[src/rtl/kernel_stream_ctrl.sv]
// Job sequencer for a fixed-latency, stall-able kernel pipeline: valid/ready on both
// stream sides, a valid shift register that shadows the kernel stages, and busy/done per job.
module kernel_stream_ctrl #(
  parameter int DATAW = 32,
  parameter int LAT   = 4,
  parameter int CNTW  = 16
) (
  input  logic             clk,
  input  logic             rst,
  input  logic             start,
  input  logic [CNTW-1:0]  nitems,
  output logic             busy,
  output logic             done,
  input  logic             in_valid,
  output logic             in_ready,
  input  logic [DATAW-1:0] in_data,
  output logic [DATAW-1:0] k_din,
  output logic             k_stall,
  input  logic [DATAW-1:0] k_dout,
  output logic             out_valid,
  input  logic             out_ready,
  output logic [DATAW-1:0] out_data,
  output logic [CNTW-1:0]  items_out
);

  typedef enum logic [1:0] {
    S_IDLE,
    S_RUN,
    S_DRAIN,
    S_DONE
  } state_t;

  state_t          state;
  state_t          state_nxt;
  logic [LAT-1:0]  vld;
  logic [CNTW-1:0] accepted;
  logic [CNTW-1:0] emitted;
  logic [CNTW-1:0] nitems_q;
  logic            accept;
  logic            emit;
  logic            last_accept;
  logic            last_emit;
  logic            start_run;

  // The kernel sees the stream directly; only its stall is controlled here.
  assign k_din     = in_data;
  assign out_data  = k_dout;
  assign out_valid = vld[LAT-1];
  // A bubble at the output never stalls, so the pipeline keeps compacting.
  assign k_stall   = out_valid & ~out_ready;
  assign accept    = in_valid & in_ready;
  assign emit      = out_valid & out_ready;
  assign items_out = emitted;

  // Comparing against nitems-1 keeps the counters inside CNTW bits even for 2^CNTW-1.
  assign last_accept = accept & (accepted == nitems_q - CNTW'(1));
  assign last_emit   = emit & (emitted == nitems_q - CNTW'(1));
  assign start_run   = (state == S_IDLE) & start & (nitems != '0);

  // NOTE: sequential state uses non-blocking assignments so every register
  // samples the pre-edge values, independent of process evaluation order.
  always_ff @(posedge clk or negedge rst) begin
    if (!rst) state <= S_IDLE;
    else      state <= state_nxt;
  end

  // NOTE: every combinational output gets a default first so no path leaves it
  // unassigned, which would otherwise infer a latch.
  always_comb begin
    state_nxt = state;
    unique case (state)
      S_IDLE:  if (start) state_nxt = (nitems == '0) ? S_DONE : S_RUN;
      S_RUN:   if (last_accept) state_nxt = S_DRAIN;
      S_DRAIN: if (last_emit) state_nxt = S_DONE;
      S_DONE:  state_nxt = S_IDLE;
      default: state_nxt = S_IDLE;
    endcase
  end

  always_comb begin
    busy     = 1'b0;
    done     = 1'b0;
    in_ready = 1'b0;
    unique case (state)
      S_RUN: begin
        busy     = 1'b1;
        in_ready = ~k_stall & (accepted < nitems_q);
      end
      S_DRAIN: busy = 1'b1;
      S_DONE:  done = 1'b1;
      default: ;
    endcase
  end

  always_ff @(posedge clk or negedge rst) begin
    if (!rst) begin
      vld      <= '0;
      accepted <= '0;
      emitted  <= '0;
      nitems_q <= '0;
    end else begin
      // The valid tags move in lockstep with the kernel stages, so both freeze together.
      if (!k_stall) vld <= (vld << 1) | LAT'(accept);
      if (state == S_IDLE && start) nitems_q <= nitems;
      if (start_run) begin
        accepted <= '0;
        emitted  <= '0;
      end else begin
        if (accept) accepted <= accepted + CNTW'(1);
        if (emit)   emitted  <= emitted + CNTW'(1);
      end
    end
  end

endmodule

[config.mk]
export PLATFORM = sky130hd
export DESIGN_NAME = kernel_stream_ctrl
export DESIGN_NICKNAME = d
export VERILOG_FILES = /design/src/rtl/kernel_stream_ctrl.sv
export SDC_FILE = /design/constraint.sdc
export NUM_CORES = 1
export LEC_CHECK = 0
export ABC_AREA = 1
export CAP_MARGIN = 20
export CELL_PAD_IN_SITES_DETAIL_PLACEMENT = 1
export CELL_PAD_IN_SITES_GLOBAL_PLACEMENT = 2
export CORE_AREA = 2 2 114 116
export DETAILED_ROUTE_END_ITERATION = 10
export DIE_AREA = 0 0 116 118
export DONT_BUFFER_PORTS = 1
export PLACE_DENSITY_LB_ADDON = 0.1
export SYNTH_ARGS = -nofsm -noshare
export SYNTH_HDL_FRONTEND = slang
export SYNTH_SLANG_ARGS = --single-unit
[constraint.sdc]
create_clock -name clk -period 4.4 [get_ports clk]
set_input_delay 0.22 -clock clk [delete_from_list [all_inputs] [get_ports clk]]
set_output_delay 0.22 -clock clk [all_outputs]
set_load 0.02 [all_outputs]
==> results.md, run 1 <==
- The flow ran to the end, and the final reports show no timing, DRC or antenna violations.
- The count of final hold-check violations is 0.
- From left edge to right edge, the die measures 116 um.
- The worst-case hold path end point is nitems_q[1].
- Entering global routing, the biggest net connects 55 pins.
- The number of buffers created by CTS is 5.
- The mapped netlist covers about 4500 um^2.
- Setup violations remaining at the end of the flow were counted as 0.
- The routed wire length per instance is 18.6 um.
- The post-detailed-route via-to-cell ratio is 5.18.
- For this block, the routed nets add up to 14000 um of wire.
- In the final design database the tool counted approximately 690 nets.
- The detailed-route DRC error count is 0.
- The post-placement worst setup slack is between 1 and 1.5 ns.
- The number of global-route vias before repair came to 3989.
- By startpoint and endpoint, the worst setup path is classified as reg -> reg.
- The count of warnings emitted by yosys is 0.
- The worst register-to-register path ends at accepted[15].
- The port buffer count is 0.
- In this run, post-CTS repair resized a total of 0 instances.
- The overall power after layout is 2.22 mW.
- The total power density per cell area is 502 nW/um^2.
- The worst hold path begins at nitems[1].
- Counting every net in the synthesized netlist gives ~750.
- For met2 alone, demand over resource in global routing was about a third.
- The clock tree synthesis step divided the H-tree into 2 levels.
- Across the VDD grid, the largest voltage drop is 0.000235 V.
- CTS saw between 50 and 60 sinks.
- The floorplan step defined a core boundary enclosing 12400 um^2.
- The wire length of the first global-routing pass is 22300 um.
- The final antenna-violating net count is 0.
- The routed layout has 3914 vias.
- The repair_antennas step left the layout with diodes totalling 0.
- Setup repair after global routing left no endpoint under its margin.
- The static leakage is roughly 2.1 nW.
- Setup total negative slack on the finished layout was measured at 0 ns.
- The worst register-to-register path begins at nitems_q[3].
- At the pin with the least slew margin, the transition time is 0.860 ns.
- The final setup slack of the worst path is 1.54 ns.
- The final critical-path share of the clock period is 65.1%.
- The part of the Yosys area used for sequential elements is between 20% and 30%.
- The overall routing resource usage is 21.4%.
- The number of distinct library cell variants in the gate-level netlist after synthesis is 36.
- The boundary pin count is 170.
- The met3 track demand over resource is 5.05%.
- Synthesis produced between 600 and 700 cells.
- The TritonCTS clock tree is built.
- The global routing met1 resource utilization is 28.5%.
- The maximum root-to-sink buffer count is 2.
- The type of destination of the critical path is a flop.
- The tree is rooted in a clkbuf_16.
- Data on the critical path arrives at its endpoint at 3.07 ns.
- The final number of max-transition violations is 0.
- The first detailed-routing pass ran for 4 iterations.
- Once placement finished, the instance area stood at 4230 um^2.
- The maximum net fanout on the critical path is 13.
- The number of fill cells is approximately 1600.
- The max-capacitance violation count is 0.
- Once the floorplan was initialized, standard cells occupied between 30% and 40% of the core.
- The required arrival time at the worst endpoint is 4.61 ns.
- From bottom edge to top edge, the die measures 118 um.
- The clock transition at the registers of the reported paths is 0.09 ns.
- The most crowded layer after global routing is met2.
- For the worst flop-to-flop path, the logic depth is 12.
- The shortest period the worst path allows is 2.86 ns.
- The worst relative slew slack is between 40% and 50%.
- Across all hold checks on the routed design, the worst slack comes to 0.0692 ns.
- The flop-to-flop setup slack is 1.54 ns.
- The nature of the critical path startpoint is a flop.
- The die area is around 14000 um^2.
- The remaining global-route overflow is 0.
- The initial antenna violation count is 0.
- The clock skew after layout is 0.0107 ns.
- The signed area change from the synthesized netlist to the final layout is -2.00%.
- The clock latency of the later-clocked register in the worst-skew pair is 0.31 ns.
- The worst hold path passes through 2 cells.
- Static timing analysis puts the maximum clock frequency at 349 MHz.
- The synthesized area divided by synthesized cell count is between 7 and 8 um^2.
- The weighted congestion at the end of routability-driven global placement is 0.887.
- Synthesis inferred 54 register bits.
- The finished cells cover roughly 4400 um^2.
- The floorplan has between 40 and 50 rows.
- The number of DRC markers after the initial detailed-route iteration is 148.
- The worst hold path belongs to the class in -> reg.
- The share of final-layout standard cells stronger than drive strength 1 is 8.06%.
- Summed over all nets, the half-perimeter wirelength after detailed placement is 11300 um.
## worst max-delay path: stages (launching register included)
cell     delay (ns)
dfrtp_1        0.53
inv_1          0.18
ha_1           0.32
a21oi_1        0.15
nand2_1        0.09
nand2_1        0.07
nand2_1        0.06
nand2_1        0.06
nand4_1        0.09
nor2_1         0.67
nand4_1        0.26
o21ai_0        0.23
a21oi_1        0.05
## registers in the layout (all words and copies together) (netlist names)
name	flops
accepted	16
items_out	16
nitems_q	16
state	2
vld	4
## where the power goes
part	switching (mW)	internal, mW
Combinational	0.672	0.317
Clock	0.213	0.230
Sequential	0.179	0.610
## stage by stage
step	utilization, %	cells
2_1_floorplan	-	643
3_3_place_gp	34.1	745
3_5_place_dp	34.1	745
4_1_cts	35.6	755
5_1_grt	35.6	755
6_report	35.6	755
## cell type report
type / count / area [um^2] / area share, %
Clock buffer: 6 / 139 / 3.14
Clock inverter: 2 / 16.3 / 0.368
Inverter: 76 / 285 / 6.45
Multi-Input combinational cell: 441 / 2360 / 53.5
Sequential cell: 54 / 1350 / 30.5
Tap cell: 172 / 215 / 4.86
Timing Repair Buffer: 4 / 52.6 / 1.19
## per-layer routing
layer,part of all wire [%],up-vias
met3,4.4,19
met4,1.6,0
met5,0,-
met2,48,70
met1,46,1912
li1,-,1913
## cell usage after synthesis, drive strengths merged
master | number | area share (%)
clkbuf | 4 | 0.33
xor2 | 5 | 0.97
o21bai | 1 | 0.17
buf | 68 | 11
a31oi | 5 | 0.69
o21ai | 26 | 2.9
a21oi | 44 | 5.1
nor2 | 78 | 8.1
o211ai | 1 | 0.17
and2 | 1 | 0.14
dfrtp | 54 | 30
nand3b | 3 | 0.50
nor3 | 14 | 1.7
xnor2 | 1 | 0.19
nand3 | 74 | 8.9
inv | 76 | 6.3
nand2 | 141 | 13
or2 | 2 | 0.28
ha | 24 | 6.7
nor4 | 7 | 1.3
o21a | 3 | 0.50
a211oi | 1 | 0.17
nand4 | 10 | 1.4
## worst max-delay path by stage
| stage | start | end | slack (ns) |
|---|---|---|---|
| floorplan | nitems_q[3] | accepted[7] | 2.19 |
| global placement | nitems_q[3] | accepted[15] | 1.51 |
| detailed placement | nitems_q[3] | accepted[15] | 1.44 |
| CTS | nitems_q[3] | accepted[15] | 1.43 |
| global route | nitems_q[3] | state[1] | 1.19 |
| finish | nitems_q[3] | accepted[15] | 1.54 |
## cell usage in the layout (no fill, tap or decap), types with 4 or more instances in the layout
| master | Yosys | final |
|---|---|---|
| a21oi_1 | 43 | 43 |
| a31oi_1 | 5 | 5 |
| clkbuf_16 | 0 | 5 |
| dfrtp_1 | 54 | 54 |
| ha_1 | 24 | 24 |
| inv_1 | 73 | 73 |
| nand2_1 | 133 | 133 |
| nand2_2 | 4 | 4 |
| nand2_4 | 4 | 4 |
| nand3_1 | 68 | 68 |
| nand3_2 | 6 | 6 |
| nand4_1 | 10 | 10 |
| nor2_1 | 64 | 64 |
| nor2_2 | 8 | 8 |
| nor2_4 | 5 | 5 |
| nor3_1 | 13 | 13 |
| nor4_1 | 6 | 6 |
| o21ai_0 | 25 | 25 |
| xor2_1 | 5 | 5 |
## cells by family (layout without fill, tap and decap cells)
kind of cell    after synthesis  count (layout)  synth area share [%]
compound gates               81              81                  9.70
xor+xnor                      6               6                  1.16
fa+ha+maj                    24              24                  6.65
buf+inv                     148              88                  17.7
flops                        54              54                  29.9
simple gates                330             330                  34.9
## what timing repair did
item                                   in CTS  in global routing
setup buffers                               0                  0
hold buffers                                2                  0
endpoints found under the hold margin      54                  0
Power figures use the tool's default switching activity.
==> run 2: changes to the inputs <==
--- a/config.mk
+++ b/config.mk
@@ -5,13 +5,13 @@
 export SDC_FILE = /design/constraint.sdc
 export NUM_CORES = 1
 export LEC_CHECK = 0
-export ABC_AREA = 1
+export ABC_AREA = 0
 export CAP_MARGIN = 20
 export CELL_PAD_IN_SITES_DETAIL_PLACEMENT = 1
 export CELL_PAD_IN_SITES_GLOBAL_PLACEMENT = 2
-export CORE_AREA = 2 2 114 116
+export CORE_AREA = 2 2 111 113
 export DETAILED_ROUTE_END_ITERATION = 10
-export DIE_AREA = 0 0 116 118
+export DIE_AREA = 0 0 113 115
 export DONT_BUFFER_PORTS = 1
 export PLACE_DENSITY_LB_ADDON = 0.1
 export SYNTH_ARGS = -nofsm -noshare
==> constraint.sdc (replaced) <==
create_clock -name clk -period 3 [get_ports clk]
set_input_delay 0.15 -clock clk [delete_from_list [all_inputs] [get_ports clk]]
set_output_delay 0.15 -clock clk [all_outputs]
set_load 0.02 [all_outputs]
==> run 2 against run 1 <==
The flow now finishes with violations (DRC). Clock skew is essentially flat. Clock-buffer cell count grew 1. Maximum frequency grew 3.5%. Sequential share of layout area grew 0.14 points. Setup slack lost 1.3 ns. Global-route usage shrank 3.0 points. Largest cell class unchanged.
==> results.md, run 2 <==
- The count of warnings emitted by yosys is 0 (unchanged).
- The number of inserted diodes is 0 (unchanged).
- The half-perimeter wire length after detailed placement came to 8700 um (was 11300 um).
- The detailed-route DRC error count is 18 (was 0).
- The final hold slack is 0.122 ns (was 0.0692 ns).
- The gate count of the mapped netlist is 469 (was 643).
- The wire length of the first global-routing pass is 18400 um (was 22300 um).
- The number of distinct library cell variants in the gate-level netlist after synthesis is 52 (was 36).
- The chip width is 113 um (was 116 um).
- The number of optimization iterations in the first detailed-route pass is 9 (was 4).
- The area share of xor/xnor cells in the synthesized design came to 13.4% (was 1.16%).
- The static leakage came to 1.96 nW (was 2.11 nW).
- The signed area change from the synthesized netlist to the final layout was 3.95% (was -2.00%).
- The final antenna-violating net count is 0 (unchanged).
- The cell area after synthesis came to 4240 um^2 (was 4510 um^2).
- The post-synthesis compound-gate area fraction came to 7.14% (was 9.70%).
- The async set-or-reset flop fraction in the synthesized netlist is 100% (unchanged).
- The actual slew at the worst max-slew pin came to 0.737 ns (was 0.860 ns).
- Status: finished with violations (was complete, no violations).
- The core occupancy in the finished layout is 37.3% (was 35.6%).
- Critical-path cell list: inv_1, ha_1, nor3b_4, nand2_2, xnor2_1, or4_1, nor4_2, nand4_1, a21oi_2, mux2i_1 (was inv_1, ha_1, a21oi_1, nand2_1, nand2_1, nand2_1, nand2_1, nand4_1, nor2_1, nand4_1, o21ai_0, a21oi_1).
- The total instance count after detailed placement is 553 (was 745).
- The number of buffers created by CTS is 5 (unchanged).
- The count of flip-flops with a built-in enable after synthesis is 0 (unchanged).
- The post-route cell area is 4410 um^2 (was 4420 um^2).
- Leading cell types in the layout, fill and taps excluded: dfrtp_1, nor2_1, xor2_1 (was nand2_1, inv_1, nand3_1).
- The final critical-path share of the clock period came to 92.2% (was 65.1%).
- The total buffers and inverters traversed by the critical path is 1 (unchanged).
- The most frequent cell after synthesis is buf_4 (was nand2_1).
- The total number of H-tree levels was 2 (unchanged).
- The clock transition at the registers of the reported paths is 0.07 ns (was 0.09 ns).
- The die outline height is 115 um (was 118 um).
- The most instantiated flip-flop cell in the synthesis netlist is dfrtp_1 (unchanged).
- The cell family contributing the most delay on the critical path is simple AND/OR/NAND/NOR gates (unchanged).
- Most numerous cell types in the synthesized netlist: buf_4, dfrtp_1, nor2_1, xor2_1, xnor2_1 (was nand2_1, inv_1, nand3_1, buf_4, nor2_1).
- The met2 global-route usage came to 28.9% (was 34.8%).
- Cell types with the largest area share after synthesis: dfrtp_1, buf_4, ha_1 (was dfrtp_1, nand2_1, buf_4).
- The total routed wirelength is 11300 um (was 14000 um).
- The port buffer count is 0 (unchanged).
- The post-synth net total is 578 (was 752).
- The final number of max-transition violations was 0 (unchanged).
- The largest vdd supply drop is 0.000421 V (was 0.000235 V).
- The flop and latch count out of synthesis was 54 (unchanged).
- The cell area after placement is 4000 um^2 (was 4230 um^2).
- The overall routing resource usage is 18.4% (was 21.4%).
- The overall power after layout came to 3.54 mW (was 2.22 mW).
- The critical path's slowest cell is or4_1 (was nor2_1).
- The met3 track demand over resource was 3.16% (was 5.05%).
- The maximum cell stage delay along the critical path is 0.57 ns (was 0.67 ns).
- The part of the Yosys area used for sequential elements was 31.9% (was 29.9%).
- The nature of the critical path startpoint was a flop (unchanged).
- The most common library cell in the layout ignoring fill and taps is dfrtp_1 (was nand2_1).
- The largest family of logic cells by synthesized area was simple AND/OR/NAND/NOR gates (unchanged).
- The arrival time reported for the critical path endpoint came to 2.99 ns (was 3.07 ns).
- The synthesized area divided by synthesized cell count was 9.04 um^2 (was 7.02 um^2).
- The TritonCTS clock tree is built (unchanged).
- The simple-gate share of the synthesized area was 19.7% (was 34.9%).
- The shortest period the worst path allows came to 2.77 ns (was 2.86 ns).
- The weighted congestion at the end of routability-driven global placement is 0.859 (was 0.887).
- The worst relative slew slack is 50.8% (was 42.5%).
- The maximum number of pins on one net before global-route repair is 55 (unchanged).
- Setup repair after global routing missed its margin: false (unchanged).
- The core box area is 11800 um^2 (was 12400 um^2).
- The worst hold path class was in -> reg (unchanged).
- The routed wire length per instance was 19.4 um (was 18.6 um).
- The required arrival time at the worst endpoint was 3.22 ns (was 4.61 ns).
- The most crowded layer after global routing is met2 (unchanged).
- The type of destination of the critical path is a flop (unchanged).
- The total power density per cell area is 802 nW/um^2 (was 502 nW/um^2).
- The number of global-route vias before repair was 3319 (was 3989).
- The clock latency of the later-clocked register in the worst-skew pair was 0.30 ns (was 0.31 ns).
- The number of nets in the final layout is 545 (was 691).
- The area share of the largest cell type after synthesis was 31.9% (was 29.9%).
- The clock skew after layout is 0.0104 ns (was 0.0107 ns).
- The number of DRC markers after the initial detailed-route iteration is 123 (was 148).
- The post-layout instance count excluding filler cells is 583 (was 755).
- The library cell with the largest summed area after synthesis is dfrtp_1 (unchanged).
- The post-detailed-route via-to-cell ratio came to 5.17 (was 5.18).
- The share of final-layout standard cells stronger than drive strength 1 is 14.7% (was 8.06%).
- The root buffer cell is clkbuf_16 (unchanged).
- The global routing met1 resource utilization came to 25.5% (was 28.5%).
- The number of fill cells was 1366 (was 1586).
- The maximum root-to-sink buffer count was 2 (unchanged).
- The boundary pin count came to 170 (unchanged).
- The TritonCTS sink count is 54 (unchanged).
- The fraction of the mapped netlist area in adder cells is 7.08% (was 6.65%).
- The category of the most critical setup path was reg -> reg (unchanged).
- The initial cell density of the core is 35.9% (was 36.4%).
- The max-capacitance violation count was 0 (unchanged).
- The final reports fail on DRC.
- The initial antenna violation count is 0 (unchanged).
- The count of final hold-check violations was 0 (unchanged).
- The die area is 13000 um^2 (was 13700 um^2).
- The mux contribution to synthesized area is 5.69% (was 0%).
- The total via count after detailed routing is 3014 (was 3914).
- The maximum clock frequency is 361 MHz (was 349 MHz).
- The maximum net fanout on the critical path is 4 (was 13).
- The total number of placement rows was 40 (was 41).
- The final setup violation count is 0 (unchanged).
- The remaining global-route overflow is 0 (unchanged).
run 2: area by class of cell:
| cell class | instances | area, um^2 | area share [%] |
|---|---|---|---|
| Sequential cell | 54 | 1350 | 30.7 |
| Multi-Input combinational cell | 310 | 2290 | 52.0 |
| Clock buffer | 7 | 133 | 3.01 |
| Inverter | 28 | 105 | 2.38 |
| Timing Repair Buffer | 37 | 340 | 7.72 |
| Tap cell | 147 | 184 | 4.17 |
run 2: cells by family (layout without fill, tap and decap cells):
family,Yosys count,count (layout)
compound gates,48,48
xor+xnor,64,64
fa+ha+maj,24,24
buf+inv,105,72
flops,54,54
mux,22,22
simple gates,152,152
run 2: worst paths after layout:
path	start	to	slack (ns)	cells after the start
worst min register to register	vld[2]	vld[2]	0.46	2
worst max register to register	nitems_q[1]	state[0]	0.23	10
min in group asynchronous	rst	accepted[3]	0.35	2
worst max-delay path	nitems_q[1]	state[0]	0.23	10
worst min-delay path	out_ready	vld[3]	0.12	2
max in group asynchronous	rst	nitems_q[0]	2.36	2
run 2: metal layers:
metal,part of all wire (%),vias to the layer above
met3,4.4,22
met2,46,88
met5,0,-
met4,1.6,0
met1,48,1441
li1,-,1463
run 2: power breakdown:
| part | switching, mW | total [mW] | internal, mW | leakage, nW |
|---|---|---|---|---|
| registers | 0.283 | 1.19 | 0.903 | 0.708 |
| clock network | 0.265 | 0.572 | 0.307 | 0.0640 |
| logic | 0.969 | 1.78 | 0.810 | 1.19 |
| total | 1.52 | 3.54 | 2.02 | 1.96 |
run 2: metrics by stage:
step / TNS, ns / setup slack (ns)
2_1_floorplan: 0 / 0.432
5_1_grt: 0 / 0.0131
6_report: 0 / 0.233
4_1_cts: 0 / 0.0314
3_5_place_dp: -0.443 / -0.225
3_3_place_gp: -0.518 / -0.264
run 2: timing repair:
item                       4_1_cts  5_1_grt
setup endpoints to repair        2        2
hold buffers                    18        0
setup buffers                    2        3
resized for setup                2        7
pin swaps                        0        4
hold endpoints to repair        70        0
run 2: worst register-to-register path, delay by kind of cell, from the launching register on:
| kind | cells | cell delay [ns] |
|---|---|---|
| AND/OR/NAND/NOR | 5 | 1.36 |
| buffers and inverters | 1 | 0.10 |
| XOR/XNOR | 1 | 0.14 |
| flip-flops | 1 | 0.43 |
| multiplexers | 1 | 0.21 |
| AO/OA/AOI/OAI | 1 | 0.27 |
| adder cells (fa/ha/maj) | 1 | 0.18 |
